## config.mk

```make
export PLATFORM = sky130hd
export DESIGN_NAME = pc
export DESIGN_NICKNAME = d
export VERILOG_FILES = /design/src/rtl/pc.sv
export SDC_FILE = /design/constraint.sdc
export NUM_CORES = 1
export LEC_CHECK = 0
export CAP_MARGIN = 20
export CORE_MARGIN = 2
export CORE_UTILIZATION = 30
export DETAILED_ROUTE_END_ITERATION = 10
export SLEW_MARGIN = 20
export SYNTH_ARGS = -nofsm -noshare
export SYNTH_HDL_FRONTEND = slang
export SYNTH_SLANG_ARGS = --single-unit
export TNS_END_PERCENT = 10
```

## constraint.sdc

```tcl
create_clock -name clk -period 2.54 [get_ports clk]
set_input_delay 0.762 -clock clk [delete_from_list [all_inputs] [get_ports clk]]
set_output_delay 0.762 -clock clk [all_outputs]
set_load 0.005 [all_outputs]
```

## src/rtl/pc.sv

```systemverilog
// Program counter for the pipelined MIPS fetch stage: advances by STEP each
// clock or loads a redirect target; reset has priority over redirect.
module pc #(
    parameter logic [31:0] RESET_ADDR = 32'h0000_3000,
    parameter logic [31:0] STEP       = 32'd4
) (
    input  logic        clk,
    input  logic        reset,
    input  logic        Jumpsign,
    input  logic [31:0] JumpAddr,
    output logic [31:0] PC
);

    // Power-up value makes the fetch address defined before the first reset pulse.
    logic [31:0] pc_q = RESET_ADDR;

    always_ff @(posedge clk) begin
        if (reset) begin
            pc_q <= RESET_ADDR;
        end else if (Jumpsign) begin
            pc_q <= JumpAddr;
        end else begin
            pc_q <= pc_q + STEP;
        end
    end

    assign PC = pc_q;

endmodule

```

==> results_dict.tcl <==
set metrics [dict create \
    status "finished clean" \
    drtIter0Drc 112 \
    hold_path.class "reg2reg" \
    dpl_cell_area_um2 2670 \
    cts_tree "built" \
    yosysWarnings 0 \
    start_kind "flop" \
    critPathCaptureType "primary output" \
    grt_pass1_wl_um 8950 \
    slew_viol_final 0 \
    htree_levels 2 \
    maxCapViolCount 0 \
    ys.flop_type "dfxtp_1" \
    worst_ep_arrival_time_ps 1340 \
    tightest_slew_ps 472 \
    hold_viol_final 0 \
    clock-skew-final_ps 5.80 \
    antenna_found_initial 0 \
    period_needed_ps 2100 \
    yosys.area.top_type_share 0.336 \
    netlist_area_um2 1910 \
    crit_type "reg2out" \
    syn_inst 224 \
    synth-seq-cells 32 \
    vias_per_cell 5.24 \
    die_h_um 83.7 \
    ys_seq_area_frac 0.336 \
    clk_path_buf_depth 2 \
    die-area_um2 7010 \
    worstPathMaxFanout 7 \
    largest_reg_flops 32 \
    crit_buf_inv 1 \
    synth_edf_count 0 \
    gr-total-overflow 0 \
    p_leak_uw 0.000992 \
    drc 0 \
    final_layout_size_suffix_gt1_frac 0.103 \
    rows 29 \
    post_cts_buffers 0 \
    crit_required_ps 1780 \
    port_buffers 66 \
    rsz0062_at_grt "no" \
    routed_wl_um 5360 \
    cp-startpoint "PC[15]$_SDFF_PP0_" \
    io_pins 67 \
    ir_drop_mv 0.267 \
    ys_types 45 \
    grt_pass1_vias 1841 \
    cp_slowest_cell "clkdlybuf4s50_1" \
    post-route-util 0.443 \
    core_um2 6240 \
    grt_usage 0.157 \
    r2r-end "PC[23]$_SDFF_PP0_" \
    clk_latency_ps 290 \
    rr_startpoint "PC[5]$_SDFF_PP0_" \
    holdBufCountCts 0 \
    setup_viol 0 \
    drt_pass1_iterations 4 \
    syn_avg_cell_area_um2 8.51 \
    num_antenna_cells 0 \
    layout.nets 327 \
    syn_nets 260 \
    cts_num_sinks 32 \
    grt_max_degree 42 \
    worstRegToRegCells 5 \
    yosysTopAreaCell "dfxtp_1" \
    via_count 1933 \
    post-route-period-util 0.826 \
    routedWlPerCell_um 14.5 \
    reg2reg_slack_ps 620 \
    post-dp-hpwl_um 3720 \
    cp_top_family "buffers and inverters" \
    slew_headroom 0.686 \
    globalplace.congestion 0.766 \
    setup_tns_ps 0 \
    synth.area.top_cells "dfxtp_1 (34%), a2111oi_2 (5.5%), nor2_1 (5.1%), a311oi_1 (5.1%), xnor2_1 (4.1%)" \
    crit_end "PC[15]" \
    cts_inserted_buffers 5 \
    start_util 0.305 \
    path_depth 1 \
    ys_async_sr_fraction 0 \
    die_x_um 83.7 \
    power.density_nw_per_um2 454 \
    clk_pin_slew_ps 70 \
    path_cells "clkdlybuf4s50_1" \
    worst_path_largest_cell_delay_ps 560 \
    ant_nets 0 \
    synthToLayoutAreaGrowth_pct 45.0 \
    cts-resized-gates 0 \
    fmax_mhz 477 \
    design_area_um2 2760 \
    cts_root_buf "clkbuf_8" \
]
per-stage QoR:
stage | hold WS (ps) | std cells | power [µW] | worst slack (ps)
floorplan | 485 | 224 | 691 | 700
global placement | 483 | 361 | 844 | 275
detailed placement | 488 | 361 | 847 | 245
CTS | 507 | 369 | 1260 | 437
global route | 557 | 369 | 1310 | 374
finish | 501 | 369 | 1250 | 443
metal layers:
layer,track usage,part of all wire,routed length (µm),vias up
met5,0,0,0,-
met4,0.0440,0.013,71,0
met3,0.0495,0.063,340,5
met2,0.237,0.43,2320,63
met1,0.217,0.49,2630,892
li1,-,-,-,973
worst min path at each step:
stage,start,to,slack (ps),cells after the start
after floorplan,PC[0]$_SDFFE_PP0P_,PC[0]$_SDFFE_PP0P_,490,2
after global placement,PC[1]$_SDFFE_PP0P_,PC[1]$_SDFFE_PP0P_,480,2
after detailed placement,PC[1]$_SDFFE_PP0P_,PC[1]$_SDFFE_PP0P_,490,2
after CTS,PC[1]$_SDFFE_PP0P_,PC[1]$_SDFFE_PP0P_,510,2
after global routing,PC[0]$_SDFFE_PP0P_,PC[0]$_SDFFE_PP0P_,560,2
final,PC[1]$_SDFFE_PP0P_,PC[1]$_SDFFE_PP0P_,500,2
cells in the final DEF, fill, tap and decap left out, drive strengths merged, types with 2 or more instances in the layout:
| master | count |
|---|---|
| clkinv | 2 |
| nand2 | 14 |
| a2111oi | 11 |
| a21oi | 5 |
| and3 | 6 |
| and4 | 6 |
| nand3 | 11 |
| clkdlybuf4s50 | 66 |
| mux2i | 3 |
| inv | 12 |
| a211oi | 8 |
| nor3b | 2 |
| nand4 | 6 |
| nor2 | 26 |
| nor2b | 7 |
| or3 | 2 |
| clkbuf | 6 |
| o21ai | 4 |
| dfxtp | 32 |
| a311oi | 11 |
| xnor2 | 9 |
| buf | 7 |
| and4b | 2 |
| xor2 | 2 |
| nor3 | 12 |
| nor4 | 6 |
cell type report:
type                    count  area [µm²]
fillers                   624        3480
multi-input cells         167        1160
repair buffers             73         726
flip-flops and latches     32         641
well taps                  77        96.3
clock buffers               6        82.6
inverters                  12        45.0
clock inverters             2        10.0
cells by family after synthesis:
| family | after synthesis | share of synthesized area |
|---|---|---|
| AO/OA/AOI/OAI | 47 | 0.211 |
| flip-flops | 32 | 0.336 |
| multiplexers | 3 | 0.0158 |
| XOR/XNOR | 11 | 0.0506 |
| AND/OR/NAND/NOR | 105 | 0.326 |
| buffers and inverters | 25 | 0.0538 |
| adder cells (fa/ha/maj) | 1 | 0.00656 |
where the power goes:
group / leakage (µW) / internal, µW / switching (µW)
Combinational: 0.000675 / 155 / 92.0
Sequential: 0.000266 / 537 / 51.0
Clock: 0.0000510 / 216 / 202
Total: 0.000992 / 908 / 345
cells in the mapped netlist (all sizes together) (2+ instances only):
cell	n
a2111oi	11
a211oi	8
a21oi	5
a311oi	11
and3	6
and4	6
and4b	2
buf	3
clkbuf	10
dfxtp	32
inv	12
mux2i	3
nand2	14
nand3	11
nand4	6
nor2	26
nor2b	7
nor3	12
nor3b	2
nor4	6
o21ai	4
or3	2
xnor2	9
xor2	2
Power figures use the tool's default switching activity.
==> RTL edit 1: new RTL, config.mk and constraints unchanged <==
Reset style: asynchronous (`reset`), changed in one clocked block.
--- a/src/rtl/pc.sv
+++ b/src/rtl/pc.sv
@@ -15,5 +15,5 @@
     logic [31:0] pc_q = RESET_ADDR;
 
-    always_ff @(posedge clk) begin
+    always_ff @(posedge clk or posedge reset) begin
         if (reset) begin
             pc_q <= RESET_ADDR;
Behaviour: differs if reset is asserted again (counterexample within 4 cycles, from zero or initial values and one cycle with reset high); with reset held inactive, the same outputs for 10 cycles.
==> RTL edit 1 against the unedited design <==
Setup slack worse by 0.0078 ns; core utilization grew 0.74 points; hold slack better by 0.0079 ns; final cell count is 8.4% lower; wire length fell by 13%; sequential cell count did not move; power increased by 9.4%; cell area is 4.1% lower; synthesized area decreased by 4.5%; first-iteration DRC count rose by 3.6%; critical endpoint is now PC[12]; count of clock-buffer cells in the layout grew 2; non-clock buffer count is 1 higher; critical path depth unchanged.
==> RTL edit 1: results (changes against the unedited design) <==
met2 routing resource usage after global routing 0.2593 (was 0.2371); outcome complete, no violations (unchanged); fraction of final layout cells with drive strength greater than 1 0.09506 (was 0.1027); first-pass GRT wire length 7.907 mm (was 8.949 mm); filler instances 606 (was 624); detailed-placement wirelength estimate 3.363 mm (was 3.718 mm); Min-Delay Startpoint PC[1] (unchanged); maximum count of clock buffers along a single path 2 (unchanged); clock period minus final worst setup slack 2.105 ns (was 2.097 ns); setup slack after placement 0.3722 ns (was 0.2447 ns); maximum number of pins on one net before global-route repair 33 (was 42); library cell contributing the largest single delay on the critical path dfstp_2 (was clkdlybuf4s50_1); design area 2649 um^2 (was 2763 um^2); capturing point of the worst reg2reg path PC[31] (was PC[23]); DP Area 2549 um^2 (was 2670 um^2); final total negative setup slack 0 ns (unchanged); Worst Path Max Fanout 4 (was 7); via count of the first global-routing pass 1731 (was 1841); worst clock skew 0.009326 ns (was 0.005795 ns); biggest area contributors in the synthesized netlist dfrtp_1, or4_1, o31ai_1 (was dfxtp_1, a2111oi_2, nor2_1); critical path endpoint PC[12] (was PC[15]); routed length on met2 2.267 mm (was 2.317 mm); most instantiated cells after synthesis dfrtp_1, nand2_1 (was dfxtp_1, nor2_1, nand2_1); routed length on met1 2.085 mm (was 2.630 mm); post-route worst hold slack 0.5089 ns (was 0.5010 ns); drt first-iter violations 116 (was 112); dominant synthesized flop cell dfrtp_1 (was dfxtp_1); Slew headroom 0.7185 (was 0.6855); met3 wirelength from detailed routing 219 um (was 340 um); reg2reg path depth 4 (was 5); Final #Nets 298 (was 327); share of flip-flops with an asynchronous set or reset after synthesis 1.000 (was 0); number of non-filler instances in the completed layout 338 (was 369); per-cell via count in the routed design 5.154 (was 5.238); final wirelength 4.671 mm (was 5.359 mm); net count after synthesis 232 (was 260); met1 demand-to-capacity share in global routing 0.1906 (was 0.2167); endpoint of the worst hold path PC[1] (unchanged); largest delay contributor family on the critical path flip-flops (was buffers and inverters); Clock Root Buffer clkbuf_8 (unchanged); beginning of the worst register-to-register path PC[12] (was PC[5]); leakage power 1.021 nW (was 0.9923 nW); number of placed cells counting well taps 330 (was 361); distinct cell type count after synthesis 29 (was 45); clock buffer count from CTS 5 (unchanged); CTS H-tree depth 2 (unchanged); met3 routing resource usage after global routing 0.03077 (was 0.04946); Internal Pwr Total 0.001002 W (was 0.0009085 W); clock share of power 0.319 (was 0.334); sequential cell power 0.000626 W (was 0.000588 W); maximum ir drop on the vdd rail 0.2785 mV (was 0.2666 mV); GR Util All Layers 0.1541 (was 0.1573); final weighted congestion in routability-driven placement 0.7275 (was 0.7662); fraction of power consumed by combinational cells 0.224 (was 0.197); worst reg2reg setup slack 0.55 ns (was 0.62 ns); top layer reached by signal wires met4 (unchanged); cell count after synthesis 196 (was 224); hold path cells 1 (was 2); sequential fraction of the synthesis area 0.4412 (was 0.3362)
[RTL edit 1: changes by cell type after synthesis, moves of 12 or more]
| cell | before | now |
|---|---|---|
| nor2_1 | 26 | 14 |
| dfrtp_1 | 0 | 30 |
| or4_1 | 1 | 14 |
| dfxtp_1 | 32 | 0 |
| a31oi_1 | 1 | 14 |
| nor3_1 | 12 | 0 |
[RTL edit 1: cell type report]
| class | instances | share of cell area |
|---|---|---|
| multi-input combinational | 145 | 0.3458 |
| sequential | 32 | 0.3033 |
| timing repair buffer | 74 | 0.2721 |
| clock buffer | 8 | 0.03779 |
| tap | 75 | 0.03543 |
| inverter | 4 | 0.005668 |
[RTL edit 1: kinds of logic (layout without fill, tap and decap cells)]
family,count (synthesis),count (layout),share of synthesized area
AOI/OAI and AO/OA,44,44,0.1533
xor gates and xnor gates,11,11,0.05293
adders and majority gates,1,1,0.006872
buffers and inverters,19,86,0.05567
DFF,32,32,0.4412
muxes,3,3,0.01856
and+or+nand+nor,86,86,0.2715
==> RTL edit 2: new RTL, config.mk and constraints unchanged <==
Made on the original files. Register the output `PC` once more, cleared by the reset; this adds one clock of latency there.
--- a/src/rtl/pc.sv
+++ b/src/rtl/pc.sv
@@ -25,5 +25,11 @@
     end
 
-    assign PC = pc_q;
+    always_ff @(posedge clk) begin
+        if (reset) begin
+            PC <= '0;
+        end else begin
+            PC <= pc_q;
+        end
+    end
 
 endmodule
Check against the original RTL: not equivalent (Yosys sat finds a counterexample within 4 cycles, from zero or initial values and one cycle with reset high).
==> RTL edit 2 against the unedited design <==
First-iteration DRC count down 33%; power increased by 74%; critical path depth grew 4; synthesized area up 37%; sequential cell count increased by 32; final cell count is 24% higher; wire length up 13%; count of clock-buffer cells in the layout grew 5; sequential power rose by 89%; core utilization fell by 2.7 points; setup slack got worse by 0.13 ns; cell area increased by 29%; via count is 16% higher.
==> RTL edit 2: results (changes against the unedited design) <==
CTS H-tree depth 3 (was 2); wire per inst 13.17 um (was 14.52 um); largest delay contributor family on the critical path simple AND/OR/NAND/NOR gates (was buffers and inverters); endpoint of the worst hold path PC[0] (was PC[1]); final weighted congestion in routability-driven placement 0.8192 (was 0.7662); fraction of final layout cells with drive strength greater than 1 0.08857 (was 0.1027); detailed-routing iteration count for the pre-antenna-repair pass 5 (was 4); outcome complete, no violations (unchanged); maximum number of pins on one net before global-route repair 36 (was 42); biggest area contributors in the synthesized netlist dfxtp_1, nor2b_1, a311oi_1 (was dfxtp_1, a2111oi_2, nor2_1); detailed-placement wirelength estimate 4.164 mm (was 3.718 mm); Min-Delay Startpoint pc_q[0] (was PC[1]); largest stage delay on the critical path 0.54 ns (was 0.56 ns); number of buffer cells added on primary ports 66 (unchanged); Critical Path AT 2.47 ns (was 1.34 ns); synthesis warning total 0 (unchanged); most instantiated cells after synthesis dfxtp_1, nor2b_1, nor2_1 (was dfxtp_1, nor2_1, nand2_1); maximum count of clock buffers along a single path 2 (unchanged); synthesized-area fraction occupied by adder cells 0.004782 (was 0.006566); filler instances 869 (was 624); drt first-iter violations 75 (was 112); library cell contributing the largest single delay on the critical path or3_1 (was clkdlybuf4s50_1); per-cell via count in the routed design 4.900 (was 5.238); area fraction in compound gates after synthesis 0.1306 (was 0.2114); net count after synthesis 316 (was 260); distinct cell type count after synthesis 39 (was 45); proportion of synthesized area in mux cells 0.01148 (was 0.01576); beginning of the worst register-to-register path pc_q[2] (was PC[5]); capturing point of the worst reg2reg path pc_q[22] (was PC[23]); worst clock skew 0.009295 ns (was 0.005795 ns); worst reg2reg setup slack 0.31 ns (was 0.62 ns); Final #Nets 382 (was 327); via count of the first global-routing pass 2134 (was 1841); maximum ir drop on the vdd rail 0.2677 mV (was 0.2666 mV); GR Util All Layers 0.1314 (was 0.1573); clock buffer count from CTS 9 (was 5); hold path cells 1 (was 2); share of flip-flops with an asynchronous set or reset after synthesis 0 (unchanged); Slew headroom 0.5908 (was 0.6855); leakage power 1.242 nW (was 0.9923 nW); first-pass GRT wire length 10.08 mm (was 8.949 mm)
-- RTL edit 2: worst register-to-register path: cells and delay by family (launching register included) --
family                   cells  cell delay, ns
flip-flops                   1            0.39
adder cells (fa/ha/maj)      1            0.25
AO/OA/AOI/OAI                1            0.27
AND/OR/NAND/NOR              3            1.24
-- RTL edit 2: how the worst max path moves through the flow --
stage                           to  slack [ns]  cells past startpoint
after floorplan           pc_q[26]        0.53                      6
after global placement    pc_q[29]        0.37                      5
after detailed placement  pc_q[29]        0.33                      5
after CTS                 pc_q[22]        0.33                      5
after global routing      pc_q[26]        0.19                      5
final                     pc_q[22]        0.31                      5
-- RTL edit 2: kinds of logic (layout without fill, tap and decap cells) --
group,count (synthesis),count (layout)
xor gates and xnor gates,11,11
AOI/OAI and AO/OA,45,45
muxes,3,3
buffers and inverters,26,96
and+or+nand+nor,130,130
adders and majority gates,1,1
DFF,64,64
-- RTL edit 2: layout make-up --
cell class | count | share of cell area
flip-flops and latches | 64 | 0.3590
multi-input cells | 190 | 0.3440
repair buffers | 73 | 0.1985
clock buffers | 11 | 0.03962
well taps | 108 | 0.03787
clock inverters | 4 | 0.01262
inverters | 8 | 0.008415
-- RTL edit 2: power breakdown --
| group | switching (W) | internal, W | total, W |
|---|---|---|---|
| clock | 0.000367 | 0.000470 | 0.000837 |
| combinational | 0.0000879 | 0.000141 | 0.000229 |
| sequential | 0.0000502 | 0.00106 | 0.00111 |
| total | 0.000505 | 0.00167 | 0.00218 |
-- RTL edit 2: through the flow --
step	std cells	setup WS, ns	total power [W]	area [um^2]
floorplan	280	0.5324	0.001232	2616
global placement	443	0.3738	0.001363	3382
detailed placement	443	0.3304	0.001365	3382
CTS	458	0.3298	0.002217	3568
global route	458	0.1907	0.002284	3568
finish	458	0.3093	0.002179	3568
-- RTL edit 2: layer usage --
layer  wire, um  vias to the layer above  global-route usage
met4         59                        0             0.06517
met1       2952                     1038              0.1757
met2       2718                       60              0.1947
met3        300                        6             0.03597
met5          0                        -                   0
li1           -                     1140                   -
